--- src/rtl/accum_pkg.sv ---
// Shared types and constants for the burst accumulator.
// State encoding and datapath width live here so every file agrees.
package accum_pkg;
  localparam int ACC_WIDTH = 16;

  typedef enum logic [1:0] {
    IDLE  = 2'd0,
    ACCUM = 2'd1,
    DONE  = 2'd2
  } state_t;
endpackage

--- src/rtl/adder_16bit.sv ---
// 16-bit unsigned ripple adder.
// overflow is the carry out of bit 15.
module adder_16bit (
  input  logic [15:0] a,
  input  logic [15:0] b,
  input  logic        carry_in,
  output logic [15:0] sum,
  output logic        overflow
);
  assign {overflow, sum} = {1'b0, a} + {1'b0, b} + {16'd0, carry_in};
endmodule

--- src/rtl/flex_counter.sv ---
// Parameterised counter running 0 .. rollover_val-1.
// rollover_flag marks the last count, so an enabled step there wraps to 0.
module flex_counter #(
  parameter int NUM_CNT_BITS = 4
) (
  input  logic                    clk,
  input  logic                    n_rst,
  input  logic                    clear,
  input  logic                    count_enable,
  input  logic [NUM_CNT_BITS-1:0] rollover_val,
  output logic                    rollover_flag
);
  logic [NUM_CNT_BITS-1:0] r_count;
  logic [NUM_CNT_BITS-1:0] w_last;

  assign w_last        = rollover_val - 1'b1;
  assign rollover_flag = (r_count == w_last);

  always_ff @(posedge clk or negedge n_rst) begin
    if (!n_rst) begin
      r_count <= '0;
    end else if (clear) begin
      r_count <= '0;
    end else if (count_enable) begin
      r_count <= rollover_flag ? '0 : r_count + 1'b1;
    end
  end
endmodule

--- src/rtl/accum_ctrl_16bit.sv ---
// Burst accumulator: sums NUM_SAMPLES samples through adder_16bit,
// then offers the total and a sticky carry flag over a handshake.
module accum_ctrl_16bit
  import accum_pkg::*;
#(
  parameter int NUM_SAMPLES = 8,
  parameter int CNT_BITS    = 8
) (
  input  logic                 clk,
  input  logic                 n_rst,
  input  logic                 clear,
  input  logic                 start,
  input  logic                 sample_valid,
  input  logic [ACC_WIDTH-1:0] sample_data,
  output logic                 sample_ready,
  output logic                 result_valid,
  input  logic                 result_ready,
  output logic [ACC_WIDTH-1:0] result,
  output logic                 result_overflow,
  output logic                 busy
);
  localparam logic [CNT_BITS-1:0] ROLL = CNT_BITS'(NUM_SAMPLES);

  state_t               r_state;
  state_t               w_next;
  logic [ACC_WIDTH-1:0] r_acc;
  logic [ACC_WIDTH-1:0] w_sum;
  logic                 r_ovf;
  logic                 w_carry;
  logic                 w_xfer;
  logic                 w_roll;
  logic                 w_go;
  logic                 w_cnt_clr;

  assign w_xfer    = sample_valid && (r_state == ACCUM);
  assign w_go      = (r_state == IDLE) && start;
  assign w_cnt_clr = clear || w_go;

  adder_16bit u_add (
    .a        (r_acc),
    .b        (sample_data),
    .carry_in (1'b0),
    .sum      (w_sum),
    .overflow (w_carry)
  );

  flex_counter #(
    .NUM_CNT_BITS (CNT_BITS)
  ) u_cnt (
    .clk           (clk),
    .n_rst         (n_rst),
    .clear         (w_cnt_clr),
    .count_enable  (w_xfer),
    .rollover_val  (ROLL),
    .rollover_flag (w_roll)
  );

  always_comb begin
    w_next = r_state;
    unique case (r_state)
      IDLE:    if (start) w_next = ACCUM;
      ACCUM:   if (w_xfer && w_roll) w_next = DONE;
      DONE:    if (result_ready) w_next = IDLE;
      default: w_next = IDLE;
    endcase
  end

  // acc/ovf hold after DONE so the result survives until the next start
  always_ff @(posedge clk or negedge n_rst) begin
    if (!n_rst) begin
      r_state <= IDLE;
      r_acc   <= '0;
      r_ovf   <= 1'b0;
    end else if (clear) begin
      r_state <= IDLE;
      r_acc   <= '0;
      r_ovf   <= 1'b0;
    end else begin
      r_state <= w_next;
      if (w_go) begin
        r_acc <= '0;
        r_ovf <= 1'b0;
      end else if (w_xfer) begin
        r_acc <= w_sum;
        r_ovf <= r_ovf | w_carry;
      end
    end
  end

  assign sample_ready    = (r_state == ACCUM);
  assign result_valid    = (r_state == DONE);
  assign busy            = (r_state == ACCUM) || (r_state == DONE);
  assign result          = r_acc;
  assign result_overflow = r_ovf;
endmodule

--- config.mk ---
export PLATFORM = sky130hd
export DESIGN_NAME = accum_ctrl_16bit
export DESIGN_NICKNAME = d
export VERILOG_FILES = /design/src/rtl/accum_pkg.sv /design/src/rtl/adder_16bit.sv /design/src/rtl/flex_counter.sv /design/src/rtl/accum_ctrl_16bit.sv
export SDC_FILE = /design/constraint.sdc
export NUM_CORES = 1
export LEC_CHECK = 0
export CORE_AREA = 10 10 76 78
export CTS_BUF_LIST = sky130_fd_sc_hd__clkbuf_4
export CTS_CLUSTER_DIAMETER = 100
export DETAILED_ROUTE_END_ITERATION = 8
export DIE_AREA = 0 0 86 88
export PLACE_DENSITY = 0.78
export SYNTH_ARGS = -nofsm -noshare
export SYNTH_HDL_FRONTEND = slang
export SYNTH_HIERARCHICAL = 1
export SYNTH_SLANG_ARGS = --single-unit
--- constraint.sdc ---
create_clock -name clk -period 3.4 [get_ports clk]
set_input_delay 0.85 -clock clk [delete_from_list [all_inputs] [get_ports clk]]
set_output_delay 0.85 -clock clk [all_outputs]
set_load 0.05 [all_outputs]
## Word-level counts from Yosys, hierarchy flattened

Cells that the tools add are included.
W data, S select, Z words.

- Input port bits: 22
- Output and inout port bits: 20
- Word-level logic and storage cells: 36
- Register bits after elaboration: 27

- Add/subtract/negate cells: 2
- Reductions and logical operators: 9
- Equal/unequal tests: 6
- Bitwise logic cells: 1
- Multiplexer cells: 14

Operators by type and width:

| kind | count |
|---|---|
| $mux W16 | 3 |
| $mux W8 | 3 |
| $add A16 B16 Y17 | 1 |
| $add A8 B1 Y8 const B | 1 |
| $eq A8 B3 Y1 const B | 1 |
| $mux W2 | 4 |
| $ne A3 B2 Y1 const B | 2 |
| $pmux W2 S3 | 1 |
| $logic_and A1 B1 Y1 | 3 |
| $mux W1 | 3 |
| $ne A3 B3 Y1 const B | 1 |
| $reduce_and A3 Y1 | 1 |
| $reduce_bool A3 Y1 | 1 |
| $eq A2 B1 Y1 const B | 1 |
| $eq A2 B2 Y1 const B | 1 |
| $logic_not A2 Y1 | 1 |
| $logic_or A1 B1 Y1 | 2 |
| $reduce_bool A2 Y1 | 1 |
| $or A1 B1 Y1 | 1 |

## Logic depth before layout (Yosys ltp)

- Depth after elaboration: 6
- Mapped depth: 10
- Depth with buffers taken out: 10

## Hierarchy

Netlist, hierarchy kept.

By module, submodules not included:

| module | instances | cells each | area an instance (µm²) |
|---|---|---|---|
| accum_ctrl_16bit | 1 | 93 | 840.8 |
| adder_16bit | 1 | 89 | 733.2 |
| flex_counter | 1 | 85 | 720.7 |

## Least setup slack after synthesis

No wires, ideal clock.

- Kind: input to register
- From: input port sample_data[0]
- To: register r_ovf, in the netlist result_overflow
- Cell stages on the path: 10
- Slack: 395 ps
- Arrival: 2883 ps
- Path buffers: 0
- Setup time: 121 ps
- Required time: 3279 ps
- Cells stage by stage: fa_1 > fa_1 > a21oi_2 > o21ai_2 > a21oi_2 > o221ai_2 > a221o_1 > a21o_1 > a21oi_1 > nor2_1

- Longest elaborated chain between the ends: 5

Ends and longest elaborated chain:

| item | line | RTL |
|---|---|---|
| start: declaration | accum_ctrl_16bit.sv:14 | `input logic [ACC_WIDTH-1:0] sample_data,` |
| $add A16 B16 Y17 | adder_16bit.sv:10 | `assign {overflow, sum} = {1'b0, a} + {1'b0, b} + {16'd0, carry_in};` |
| via w_carry | accum_ctrl_16bit.sv:29 | `logic w_carry;` |
| $or A1 B1 Y1 | accum_ctrl_16bit.sv:85 | `r_ovf <= r_ovf \| w_carry;` |
| $mux W1 | accum_ctrl_16bit.sv:83 | `end else if (w_xfer) begin` |
| $mux W1 | accum_ctrl_16bit.sv:80 | `if (w_go) begin` |
| $mux W1 | accum_ctrl_16bit.sv:74 | `end else if (clear) begin` |
| end signal: assignment | accum_ctrl_16bit.sv:85 |  |
| end: declaration | accum_ctrl_16bit.sv:28 | `logic r_ovf;` |

The timed path passes the listed nets, and every way through them passes these cells. The select of a mux whose other input is x is not followed.
A chain may end at the register's enable or synchronous reset.

## Worst setup path after layout

- From: input port sample_data[0]
- To: register r_acc[14], in the netlist result[14]

- Longest elaborated chain between the ends: 4

Ends and longest elaborated chain:

| item | line | RTL |
|---|---|---|
| $add A16 B16 Y17 | adder_16bit.sv:10 |  |
| via w_sum[14] | accum_ctrl_16bit.sv:27 | `logic [ACC_WIDTH-1:0] w_sum;` |
| $mux W16 | accum_ctrl_16bit.sv:83 |  |
| $mux W16 | accum_ctrl_16bit.sv:80 |  |
| $mux W16 | accum_ctrl_16bit.sv:74 |  |
| end signal: assignment | accum_ctrl_16bit.sv:84 | `r_acc <= w_sum;` |
| end: declaration | accum_ctrl_16bit.sv:26 | `logic [ACC_WIDTH-1:0] r_acc;` |

The timed path passes the listed nets, and every way through them passes these cells. The select of a mux whose other input is x is not followed.

==> impl_results.md <==
- Worst reg2reg setup slack: between 0.6 and 0.7 ns
- Proportion of netlist area held by the largest area contributor: 0.2944
- Destination of the critical timing path: result[14]
- Die Y: 88 um
- Cell count after synthesis: ~270
- Vias per cell: about 5.2
- Most used DFF post-synth: sky130_fd_sc_hd__dfrtp_1
- Family of cells with the greatest summed delay on the critical path: compound AO/OA/AOI/OAI gates
- Number of nets with antenna violations after detailed routing: 0
- Routed WL: 5267 um
- Headroom to the max-slew limit: 0.5547
- Number of enable flip-flop cells after synthesis: 0
- Post-placement cell count: 393
- Effective utilization at floorplan: 0.5344
- Maximum fanout count along the critical path: 2
- Standby leakage power: around 1.3 nW
- Number of search-and-repair iterations in the first detailed-routing pass: 4
- Fraction of the yosys area taken by sequential cells: 0.2944
- Leading area contributor after synthesis: sky130_fd_sc_hd__dfrtp_1
- Met1 routing resource usage after global routing: 0.1842
- Critical path depth in cells: 12
- Clock-pin slew reported for the worst setup and hold paths after clock tree synthesis: approximately 0.15 ns
- List of cells traversed by the critical path: clkdlybuf4s50_1 > fa_1 > fa_1 > a21oi_2 > o21ai_2 > a21oi_2 > o221ai_2 > buf_4 > o31ai_2 > xnor2_1 > nand2_1 > a21oi_1
- Start-to-end type of the worst setup path: primary input to flop
- Worst Clk Skew: about 0.005 ns
- Floorplan die area: approximately 7600 um2
- Number of H-tree levels: 1
- Post-placement setup slack: -0.1371 ns
- Final cell count without fillers: a little under 400
- Proportion of synthesized flip-flops having asynchronous set or reset: 1.000
- Delay of the slowest critical-path stage: approximately 0.43 ns
- Number of global-route vias before repair: 2051
- Antenna violations before repair: 0
- Worst Slack Setup Final: slightly below 0.2 ns
- Area Growth Syn to Fin: 29.06%
- Number of different library cells in the post-synthesis netlist: 57
- Final setup TNS: 0 ns
- Number of clock buffers inserted by TritonCTS: 3
- Reg-to-reg endpoint: result[14]
- Average footprint of a synthesized cell: about 8.6 um2
- Total setup violations reported at the end of the flow: 0
- Global Route met2 Usage: 0.2339
- Register bit count reported by yosys: 27
- Routed via count: 2077
- DR iter-0 viols: 63
- Root Buffer: sky130_fd_sc_hd__clkbuf_4
- Number of instances resized during post-cts repair: 0
- Result of the run: completed
- Post-route fraction of the period consumed by the critical path: 0.9431
- Max Fclk: around 0.31 GHz
- Number of nets at the end of the flow: 390
- Core box area: between 4000 and 5000 um2
- Postcts setup bufs: 0
- Num Clock Sinks: 27
- Met3 track demand over resource: 0.04550
- Global placement routability congestion: approximately 0.83
- Final critical-path required period: 3.207 ns
- Clock latency on the worst-skew pair: ~0.32 ns
- Buffers & Inverters on Critical Path: 2
- Data required time at the worst endpoint: ~3.7 ns
- Overall overflow remaining after global route: 0
- Tot GR Track Use: 0.1435
- Tightest Hold Check Type: flop to flop
- Hold Fails Final Rpt: 0
- Worst path slowest cell: sky130_fd_sc_hd__fa_1
- Crit end category: flop
- First-pass GRT wire length: 9225 um
- Number of remaining DRC errors: 0
- CTS tree: built
- Total power of the final layout: ~1.1 mW
- Number of inserted diodes: 0
- Largest cells by area after synthesis: sky130_fd_sc_hd__dfrtp_1 (29%), sky130_fd_sc_hd__ha_1 (11%), sky130_fd_sc_hd__nand2_1 (7.0%)
- Setup repair after global routing missed its margin: no
- Total number of yosys warnings: 6
- Kind of start point of the critical path: primary input
- Number of I/O pins: 42
- Measured slew at the worst slew-check pin: 0.6680 ns
- Proportion of layout cells with a drive suffix above 1: 0.07536
- Largest net degree at the start of global routing: 28
- Final number of max-transition violations: 0
- Port bufs: just over 40
- Worst vdd ir: about 0.5 mV
- Site Rows: 24
- Hold Buf Count CTS: 0
- Cells on worst reg2reg path: 11
- Cell area after synthesis: between 2000 and 2500 um2
- Average routed wire per standard cell: about 13 um
- DP HPWL: about 4000 um
- Area after DPL: 2919 um2
- Count of max-cap constraint violations: 0
- Die W: approximately 86 um
- Total power density per cell area: 373.5 nW/um2
- Crit. Startpoint: sample_data[0]
- Number of buffers on the longest clock path: 2
- Arrival time at the worst endpoint: approximately 3.5 ns
- Most utilized layer in the global route result: met2
- Origin of the critical flop-to-flop path: result[0]
- Finished Cell Area: slightly below 3000 um2
## area by class of cell
type                    count  area (um2)
well taps                  52       65.06
inverters                  12       45.04
clock buffers               4       30.03
fillers                   381        1333
repair buffers             49       470.5
multi-input cells         253        1675
flip-flops and latches     27       675.6
## layer usage
layer	share of wire	wire length [um]
met1	0.48	2529
met2	0.45	2396
met3	0.058	304
met4	0.0070	37
met5	0	0
## worst reg2reg max path: cells and delay by family (launching register included)
family                     cells  cell delay (ns)
AOI/OAI and AO/OA              6             0.97
adders and majority gates      2             0.88
DFF                            1             0.44
buffers and inverters          1             0.16
xor gates and xnor gates       1             0.14
and+or+nand+nor                1             0.07
## registers in the layout, summed over array words and instances (netlist names)
signal / flops
result: 16
u_cnt/r_count: 8
r_state: 2
result_overflow: 1
## synthesized netlist by cell type, types with 2 or more instances
master                      count
sky130_fd_sc_hd__a2111oi_0      5
sky130_fd_sc_hd__a211o_1        3
sky130_fd_sc_hd__a21o_1         5
sky130_fd_sc_hd__a21oi_1       28
sky130_fd_sc_hd__a21oi_2        3
sky130_fd_sc_hd__and3_1         5
sky130_fd_sc_hd__and4_1         3
sky130_fd_sc_hd__buf_2          4
sky130_fd_sc_hd__clkbuf_1       3
sky130_fd_sc_hd__conb_1         2
sky130_fd_sc_hd__dfrtp_1       27
sky130_fd_sc_hd__fa_1           2
sky130_fd_sc_hd__ha_1          20
sky130_fd_sc_hd__inv_1         11
sky130_fd_sc_hd__mux2i_1        4
sky130_fd_sc_hd__nand2_1       43
sky130_fd_sc_hd__nand2b_1       7
sky130_fd_sc_hd__nand3_1        6
sky130_fd_sc_hd__nand3b_1       2
sky130_fd_sc_hd__nor2_1        12
sky130_fd_sc_hd__nor2b_1        2
sky130_fd_sc_hd__nor3_1         3
sky130_fd_sc_hd__o21a_1         2
sky130_fd_sc_hd__o21ai_0        7
sky130_fd_sc_hd__o21ai_2        2
sky130_fd_sc_hd__o21bai_1       3
sky130_fd_sc_hd__o31ai_1        2
sky130_fd_sc_hd__or2_2          2
sky130_fd_sc_hd__xnor2_1       15
sky130_fd_sc_hd__xor2_1         7
## per-stage QoR
step / util / hold WS, ns
2_1_floorplan: - / 0.5343
3_3_place_gp: 0.6798 / 0.5118
3_5_place_dp: 0.6798 / 0.5095
4_1_cts: 0.6868 / 0.5460
5_1_grt: 0.6897 / 0.5593
6_report: 0.6897 / 0.5362
## layout by cell type, fill, tap and decap left out, types with 3 or more instances in the layout
master,count
sky130_fd_sc_hd__nand2_1,43
sky130_fd_sc_hd__clkdlybuf4s50_1,41
sky130_fd_sc_hd__conb_1,35
sky130_fd_sc_hd__a21oi_1,28
sky130_fd_sc_hd__dfrtp_1,27
sky130_fd_sc_hd__ha_1,20
sky130_fd_sc_hd__xnor2_1,15
sky130_fd_sc_hd__nor2_1,12
sky130_fd_sc_hd__inv_1,11
sky130_fd_sc_hd__buf_4,8
sky130_fd_sc_hd__nand2b_1,7
sky130_fd_sc_hd__o21ai_0,7
sky130_fd_sc_hd__xor2_1,7
sky130_fd_sc_hd__nand3_1,6
sky130_fd_sc_hd__a21o_1,5
sky130_fd_sc_hd__and3_1,5
sky130_fd_sc_hd__a2111oi_0,5
sky130_fd_sc_hd__mux2i_1,4
sky130_fd_sc_hd__clkbuf_4,4
sky130_fd_sc_hd__a21oi_2,3
sky130_fd_sc_hd__o21bai_1,3
sky130_fd_sc_hd__and4_1,3
sky130_fd_sc_hd__a211o_1,3
sky130_fd_sc_hd__nor3_1,3
## power breakdown
group | switching [mW] | total [mW] | internal [mW]
combinational | 0.357 | 0.581 | 0.224
sequential | 0.0253 | 0.373 | 0.348
clock | 0.0981 | 0.152 | 0.0539
## cells by family (layout without fill, tap and decap cells)
group	count (synthesis)	count (layout)	share of synthesized area
buffers and inverters	20	65	0.03489
flip-flops	27	27	0.2944
multiplexers	4	4	0.01745
AO/OA/AOI/OAI	77	77	0.2415
AND/OR/NAND/NOR	93	93	0.1979
other	2	35	0.003273
adder cells (fa/ha/maj)	22	22	0.1265
XOR/XNOR	22	22	0.08397
## how the worst min path moves through the flow
stage / from / to / slack [ns] / cells after the start
after floorplan: r_state[1] / r_state[1] / 0.53 / 2
after global placement: result_overflow / result_overflow / 0.51 / 2
after detailed placement: result_overflow / result_overflow / 0.51 / 2
after CTS: result_overflow / result_overflow / 0.55 / 2
after global routing: result_overflow / result_overflow / 0.56 / 2
final: result_overflow / result_overflow / 0.54 / 2
(Power assumes the default switching activity.)
